`src/rtl/channel_scan_ctrl.sv`:
```
// Round-robin scan controller for a registered data mux: steps a select across the
// enabled channels with a programmable dwell and tags the delayed mux output.
module channel_scan_ctrl #(
  parameter int NUM_CH  = 5,
  parameter int DWELL_W = 16
) (
  input  logic               clk,
  input  logic               rst,
  input  logic               start,
  input  logic               stop,
  input  logic [NUM_CH-1:0]  ch_en,
  input  logic [DWELL_W-1:0] dwell,
  output logic [2:0]         sel,
  output logic               dout_valid,
  output logic [2:0]         dout_ch,
  output logic               frame_done,
  output logic               busy,
  output logic               fsm_state
);

  // start/stop are single-cycle request pulses with no acknowledge; dout_valid is a
  // qualifier only (no ready), marking the cycle whose mux output belongs to dout_ch.
  localparam logic [0:0] IDLE = 1'b0;
  localparam logic [0:0] SCAN = 1'b1;

  logic [0:0]         state;
  logic [NUM_CH-1:0]  en_l;
  logic [DWELL_W-1:0] dwell_l;
  logic [DWELL_W-1:0] cnt;
  logic [DWELL_W-1:0] dwell_m1;
  logic               stop_pending;
  logic               last_dwell;
  logic [3:0]         nxt;
  logic               wrap;
  logic               stop_req;

  // Lowest enabled index in a mask; zero when the mask is empty.
  function automatic logic [2:0] first_en(input logic [NUM_CH-1:0] mask);
    logic [2:0] r;
    r = '0;
    for (int i = NUM_CH - 1; i >= 0; i--) begin
      if (mask[i]) r = 3'(i);
    end
    return r;
  endfunction

  // {found, index} of the lowest enabled index strictly above cur.
  function automatic logic [3:0] next_above(input logic [NUM_CH-1:0] mask,
                                            input logic [2:0] cur);
    logic [3:0] r;
    r = '0;
    for (int i = NUM_CH - 1; i >= 0; i--) begin
      if (mask[i] && (3'(i) > cur)) r = {1'b1, 3'(i)};
    end
    return r;
  endfunction

  // A latched dwell of zero counts as a single cycle per channel.
  always_comb begin
    dwell_m1   = '0;
    last_dwell = 1'b0;
    nxt        = '0;
    wrap       = 1'b0;
    stop_req   = 1'b0;
    if (dwell_l != '0) dwell_m1 = dwell_l - DWELL_W'(1);
    last_dwell = (cnt == dwell_m1);
    nxt        = next_above(en_l, sel);
    wrap       = last_dwell && !nxt[3];
    stop_req   = stop_pending || stop;
  end

  always_ff @(posedge clk or posedge rst) begin
    if (rst) begin
      state        <= IDLE;
      sel          <= '0;
      cnt          <= '0;
      en_l         <= '0;
      dwell_l      <= '0;
      stop_pending <= 1'b0;
      dout_valid   <= 1'b0;
      dout_ch      <= '0;
      frame_done   <= 1'b0;
    end else begin
      // Output tags trail sel by one cycle to line up with the registered mux.
      dout_valid <= (state == SCAN);
      dout_ch    <= sel;
      frame_done <= (state == SCAN) && wrap;

      case (state)
        IDLE: begin
          sel <= '0;
          cnt <= '0;
          if (start && (ch_en != '0)) begin
            en_l         <= ch_en;
            dwell_l      <= dwell;
            sel          <= first_en(ch_en);
            stop_pending <= stop;
            state        <= SCAN;
          end
        end
        SCAN: begin
          if (stop) stop_pending <= 1'b1;
          if (!last_dwell) begin
            cnt <= cnt + DWELL_W'(1);
          end else if (nxt[3]) begin
            sel <= nxt[2:0];
            cnt <= '0;
          end else begin
            // Frame boundary: pick up fresh settings or end the scan.
            cnt     <= '0;
            en_l    <= ch_en;
            dwell_l <= dwell;
            if (stop_req || (ch_en == '0)) begin
              state        <= IDLE;
              sel          <= '0;
              stop_pending <= 1'b0;
            end else begin
              sel <= first_en(ch_en);
            end
          end
        end
        default: begin
          state <= IDLE;
          sel   <= '0;
        end
      endcase
    end
  end

  assign busy      = (state != IDLE) || dout_valid;
  assign fsm_state = state;

endmodule

```
`config.mk`:
```
export PLATFORM = sky130hd
export DESIGN_NAME = channel_scan_ctrl
export DESIGN_NICKNAME = d
export VERILOG_FILES = /design/src/rtl/channel_scan_ctrl.sv
export SDC_FILE = /design/constraint.sdc
export NUM_CORES = 1
export LEC_CHECK = 0
export CORE_MARGIN = 4
export CORE_UTILIZATION = 34
export DETAILED_ROUTE_END_ITERATION = 8
export PLACE_DENSITY_LB_ADDON = 0.08
export SKIP_CTS_REPAIR_TIMING = 1
export SLEW_MARGIN = 15
export SYNTH_ARGS = -nofsm -noshare
export SYNTH_HDL_FRONTEND = slang
export SYNTH_SLANG_ARGS = --single-unit
```
`constraint.sdc`:
```
create_clock -name clk -period 5 [get_ports clk]
set_input_delay 0.5 -clock clk [delete_from_list [all_inputs] [get_ports clk]]
set_output_delay 0.5 -clock clk [all_outputs]
set_load 0.005 [all_outputs]
```
Word level (Yosys, flattened, before mapping)
Index checks and enable logic that the tools add are counted.
Storage, ports and cells
  word-level logic and storage cells: 74
  output and inout port bits: 10
  input port bits: 25
  flip-flop bits (word level): 47
Operators by class
  equal/unequal tests: 4
  mux-type cells: 37
  add/sub/neg operators: 2
  order comparisons: 5
  bitwise logic cells: 1
  reduce and logical (&&, ||, !) cells: 16
Operators by type and width (number)
  2-to-1 mux 16 bit: 5
  one-hot mux 16 bit (2 select lines): 2
  2-to-1 mux 3 bit: 9
  2-to-1 mux 4 bit: 5
  adder 16 x 1 -> 16 bit, second input constant: 1
  equality test 16 bit: 1
  nonzero test 16 bit: 1
  subtractor 16 x 1 -> 16 bit, second input constant: 1
  2-to-1 mux 5 bit: 3
  one-hot mux 5 bit (2 select lines): 1
  2-to-1 mux 1 bit: 9
  logical AND 1 bit: 8
  greater-than comparator 1 x 3 -> 1 bit, first input constant: 2
  greater-than comparator 2 x 3 -> 1 bit, first input constant: 2
  one-hot mux 3 bit (2 select lines): 1
  logical NOT 5 bit: 1
  nonzero test 5 bit: 1
  != test 2 bit, second input constant: 2
  one-hot mux 1 bit (2 select lines): 2
  greater-than comparator 3 bit, first input constant: 1
  logical OR 1 bit: 3
  AND reduction 3 bit: 1
  != test 2 x 1 -> 1 bit, second input constant: 1
  logical NOT 1 bit: 1
  inverter 1 bit: 1

Depth between registers and ports, before layout
  word-level depth: 10
  mapped depth: 12
  mapped depth without buffers: 10

Worst setup path after synthesis
OpenSTA, ideal clock, no wires.
  path kind: register to register
  start: reg dwell_l[0]
  end: reg dwell_l[10]
  period minus slack after synthesis: 3.048 ns
  data required time: 4.875 ns
  setup time: 0.125 ns
  arrival time: 2.922 ns
  setup slack: 1.952 ns
  stages on the path, launching flop included: 13
  buffers on the path: 2
  cells stage by stage: dfrtp_1 > inv_1 > ha_1 > nor2b_1 > and4_1 > buf_2 > a22oi_1 > o32ai_1 > a2111oi_1 > nand3b_4 > o31ai_4 > buf_8 > mux2_4
On the way
  longest elaborated chain between the ends: 5
  elaborated cells on any way between the ends: 6
  classes of those cells: add/sub (1); eq/ne (2); mux (1); reduce/logical (2)
RTL lines
  start: declaration: line 28  | logic [DWELL_W-1:0] dwell_l;
  start signal: assignment: line 95  | dwell_l <= dwell;
  start signal: assignment: line 112  | dwell_l <= dwell;
  subtractor 16 x 1 -> 16 bit / nonzero test 16 bit (equally long branches): line 65  | if (dwell_l != '0) dwell_m1 = dwell_l - DWELL_W'(1);
  2-to-1 mux 16 bit *: line 65
  equality test 16 bit *: line 66  | last_dwell = (cnt == dwell_m1);
  != test 2 x 1 -> 1 bit (no source line) *
  AND reduction 3 bit (no source line) *
Every way passes the cells marked *; elsewhere a longest branch is shown, timed or not.
A chain may end at the register's enable or synchronous reset.

Worst setup path in the final report
  start: reg dwell_l[3]
  end: reg sel[2]
On the way
  longest elaborated chain between the ends: 4
  elaborated cells on any way between the ends: 5
  classes of those cells: add/sub (1); eq/ne (2); mux (1); reduce/logical (1)
RTL lines
  subtractor 16 x 1 -> 16 bit / nonzero test 16 bit (equally long branches): line 65
  2-to-1 mux 16 bit *: line 65
  equality test 16 bit *: line 66
  != test 2 x 1 -> 1 bit (no source line) *
  end signal: assignment: line 96  | sel <= first_en(ch_en);
  end signal: assignment: line 106  | sel <= nxt[2:0];
  end signal: assignment: line 118  | sel <= first_en(ch_en);
  end: declaration: line 13  | output logic [2:0] sel,
Marks and branches as above.

==> reports/qor.yml <==
outcome:
  status: "finished, final reports clean"
grt:
  grt_max_degree: 47
  grt_pass1_wl_um: 13100
  gr-total-overflow: 0
  antenna_found_initial: 0
  grt_pass1_vias: 2419
  track_usage: 0.148
synth:
  synthFlopType: "dfrtp_1"
  ys_types: 67
  async_flop_share: 1.00
  seq_area_frac_synth: 0.371
  synthCells: 322
  ys_ff_latch: 46
  netlist_area_mm2: 0.00310
  synth_nets: 349
  synthTopCellsByArea: "dfrtp_1 37%, mux2_4 9.2%, xor2_1 4.0%, nor2_1 3.9%, xnor2_1 2.5%"
  synth_edf_count: 0
  netlist.area_leader.share: 0.371
  yosysWarningCount: 0
  yosys.area.top_type: "dfrtp_1"
  syn_area_per_cell_um2: 9.63
layout:
  multi_input_area_mm2: 0.00181
  final_net_count: 376
  seq_area_mm2: 0.00115
  syn_to_final_growth_pct: 15.6
  postLayoutCoreUtil: 0.407
  final_cell_mix: "46 x dfrtp_1, 34 x clkdlybuf4s50_1, 32 x nor2_1"
  antenna_cells: 0
  drive_above_1_share: 0.115
  final_common_cell: "dfrtp_1"
  fill_cells: 869
timing:
  setup-tns-final_ns: 0
  tightest_slew_ns: 0.976
  finalSetupViolCount: 0
  timing.final.crit_period_ns: 3.64
  setup_ws_ns: 1.36
  hold_violations: 0
  fin_skew_ns: 0.00646
  post-route-period-util: 0.728
  rsz0062_at_grt: "no"
  holdWs_ns: 0.514
  relSlewSlack: 0.348
  drv_slew: 0
  max_freq_mhz: 275
worst_setup_path:
  end_kind: "register"
  r2r_start: "dwell_l[3]"
  critPathLaunch: "dwell_l[3]"
  cp.required_ns: 5.18
  criticalPathCategory: "register to register"
  worstPathMaxFanout: 18
  cp.arrival_ns: 3.82
  worst_setup_path_start_kind: "register"
drt:
  dr.pass1.iters: 4
  drc_errors: 0
  routed_wl_um: 7940
  wire_per_inst_um: 17.4
  drt_iter0_drc: 142
  via_per_inst: 5.53
  ant_nets: 0
  vias: 2528
die:
  initial_core_util: 0.352
  std_cell_rows: 34
  die_w_um: 104
  dieArea_mm2: 0.0107
  die_y_um: 104
  io_pins: 35
  core_mm2: 0.00881
clock_tree:
  clkTransAtPathRegs_ns: 0.09
  cts_tree: "done"
  worstSkewPairLatency_ns: 0.30
  root_buffer: "clkbuf_8"
  numCtsBuffers: 5
  htree_num_levels: 2
  cts_buffer_depth: 2
  clkSinkCount: 46
placement:
  dp_slack_ns: 1.46
  numPortBuffers: 34
  gp_congestion: 0.934
  dpl.hpwl_um: 5970
power_and_ir_drop:
  total_power_mw: 1.09
  leakage_nw: 1.45
  power_per_cell_area_mw_per_mm2: 305
  peakVddDrop_mv: 0.110
worst_hold_path:
  hp-class: "register to register"
  min_from: "sel[0]"
flow_run:
  drv_cap: 0
[area by class of cell]
type,instances,share of cell area
sequential,46,0.321
timing repair buffer,38,0.103
inverter,10,0.0105
clock buffer,6,0.0202
clock inverter,1,0.00209
tap,108,0.0377
multi-input combinational,248,0.505
[flip-flops by register name (all words and copies together) (netlist names)]
| signal | flops |
|---|---|
| frame_done | 1 |
| sel | 3 |
| dout_valid | 1 |
| dout_ch | 3 |
| en_l | 4 |
| fsm_state | 1 |
| dwell_l | 16 |
| cnt | 16 |
| stop_pending | 1 |
[power by group]
| group | internal (mW) | total (mW) | switching, mW |
|---|---|---|---|
| combinational | 0.186 | 0.339 | 0.153 |
| clock | 0.0962 | 0.225 | 0.129 |
| sequential | 0.426 | 0.529 | 0.103 |
[path summary, 6_finish.rpt]
kind | end | cells past startpoint | slack (ns)
max | sel[2] | 8 | 1.36
min | dout_ch[0] | 0 | 0.51
max reg2reg | sel[2] | 8 | 1.36
min reg2reg | dout_ch[0] | 0 | 0.51
max in group asynchronous | cnt[8] | 2 | 3.66
min in group asynchronous | dout_ch[2] | 2 | 0.75
[worst max-delay path, stage by stage (launching register included)]
cell	delay, ns
dfrtp_1	0.48
or3_1	0.53
o41ai_1	0.73
a221oi_1	0.21
or3_1	0.37
nor4_1	0.22
nand4b_1	0.24
nand2_2	0.38
mux2_1	0.36
[cell families (layout without fill, tap and decap cells)]
logic type	after synthesis	in the layout	share of synthesized area
simple gates	135	135	0.239
fa+ha+maj	2	2	0.00807
flops	46	46	0.371
xor+xnor	25	25	0.0795
buf+inv	28	55	0.0448
compound gates	62	62	0.148
mux	24	24	0.110
[synth_stat cells (5+ instances only)]
library cell	instances
nand2b_1	7
nand4_1	8
xor2_1	14
buf_2	9
clkbuf_1	6
nor3_1	9
nand3_1	14
dfrtp_1	46
mux2_4	19
inv_1	10
and3_1	5
xnor2_1	9
nor4_1	7
nand2_1	20
nor2b_1	5
a21oi_1	13
nor2_1	32
or3_1	5
[stage by stage]
step / cell area [um^2] / cells
after floorplan: 3100 / 322
after global placement: 3510 / 450
after detailed placement: 3510 / 450
after CTS: 3590 / 457
after global routing: 3590 / 457
final: 3590 / 457
[layer usage]
metal  wire length, um  GRT usage
met5                 0          0
met4               137     0.0427
met3               353     0.0261
met2              3530      0.226
met1              3920      0.216
Note: power is estimated with default switching activity, not from simulation.
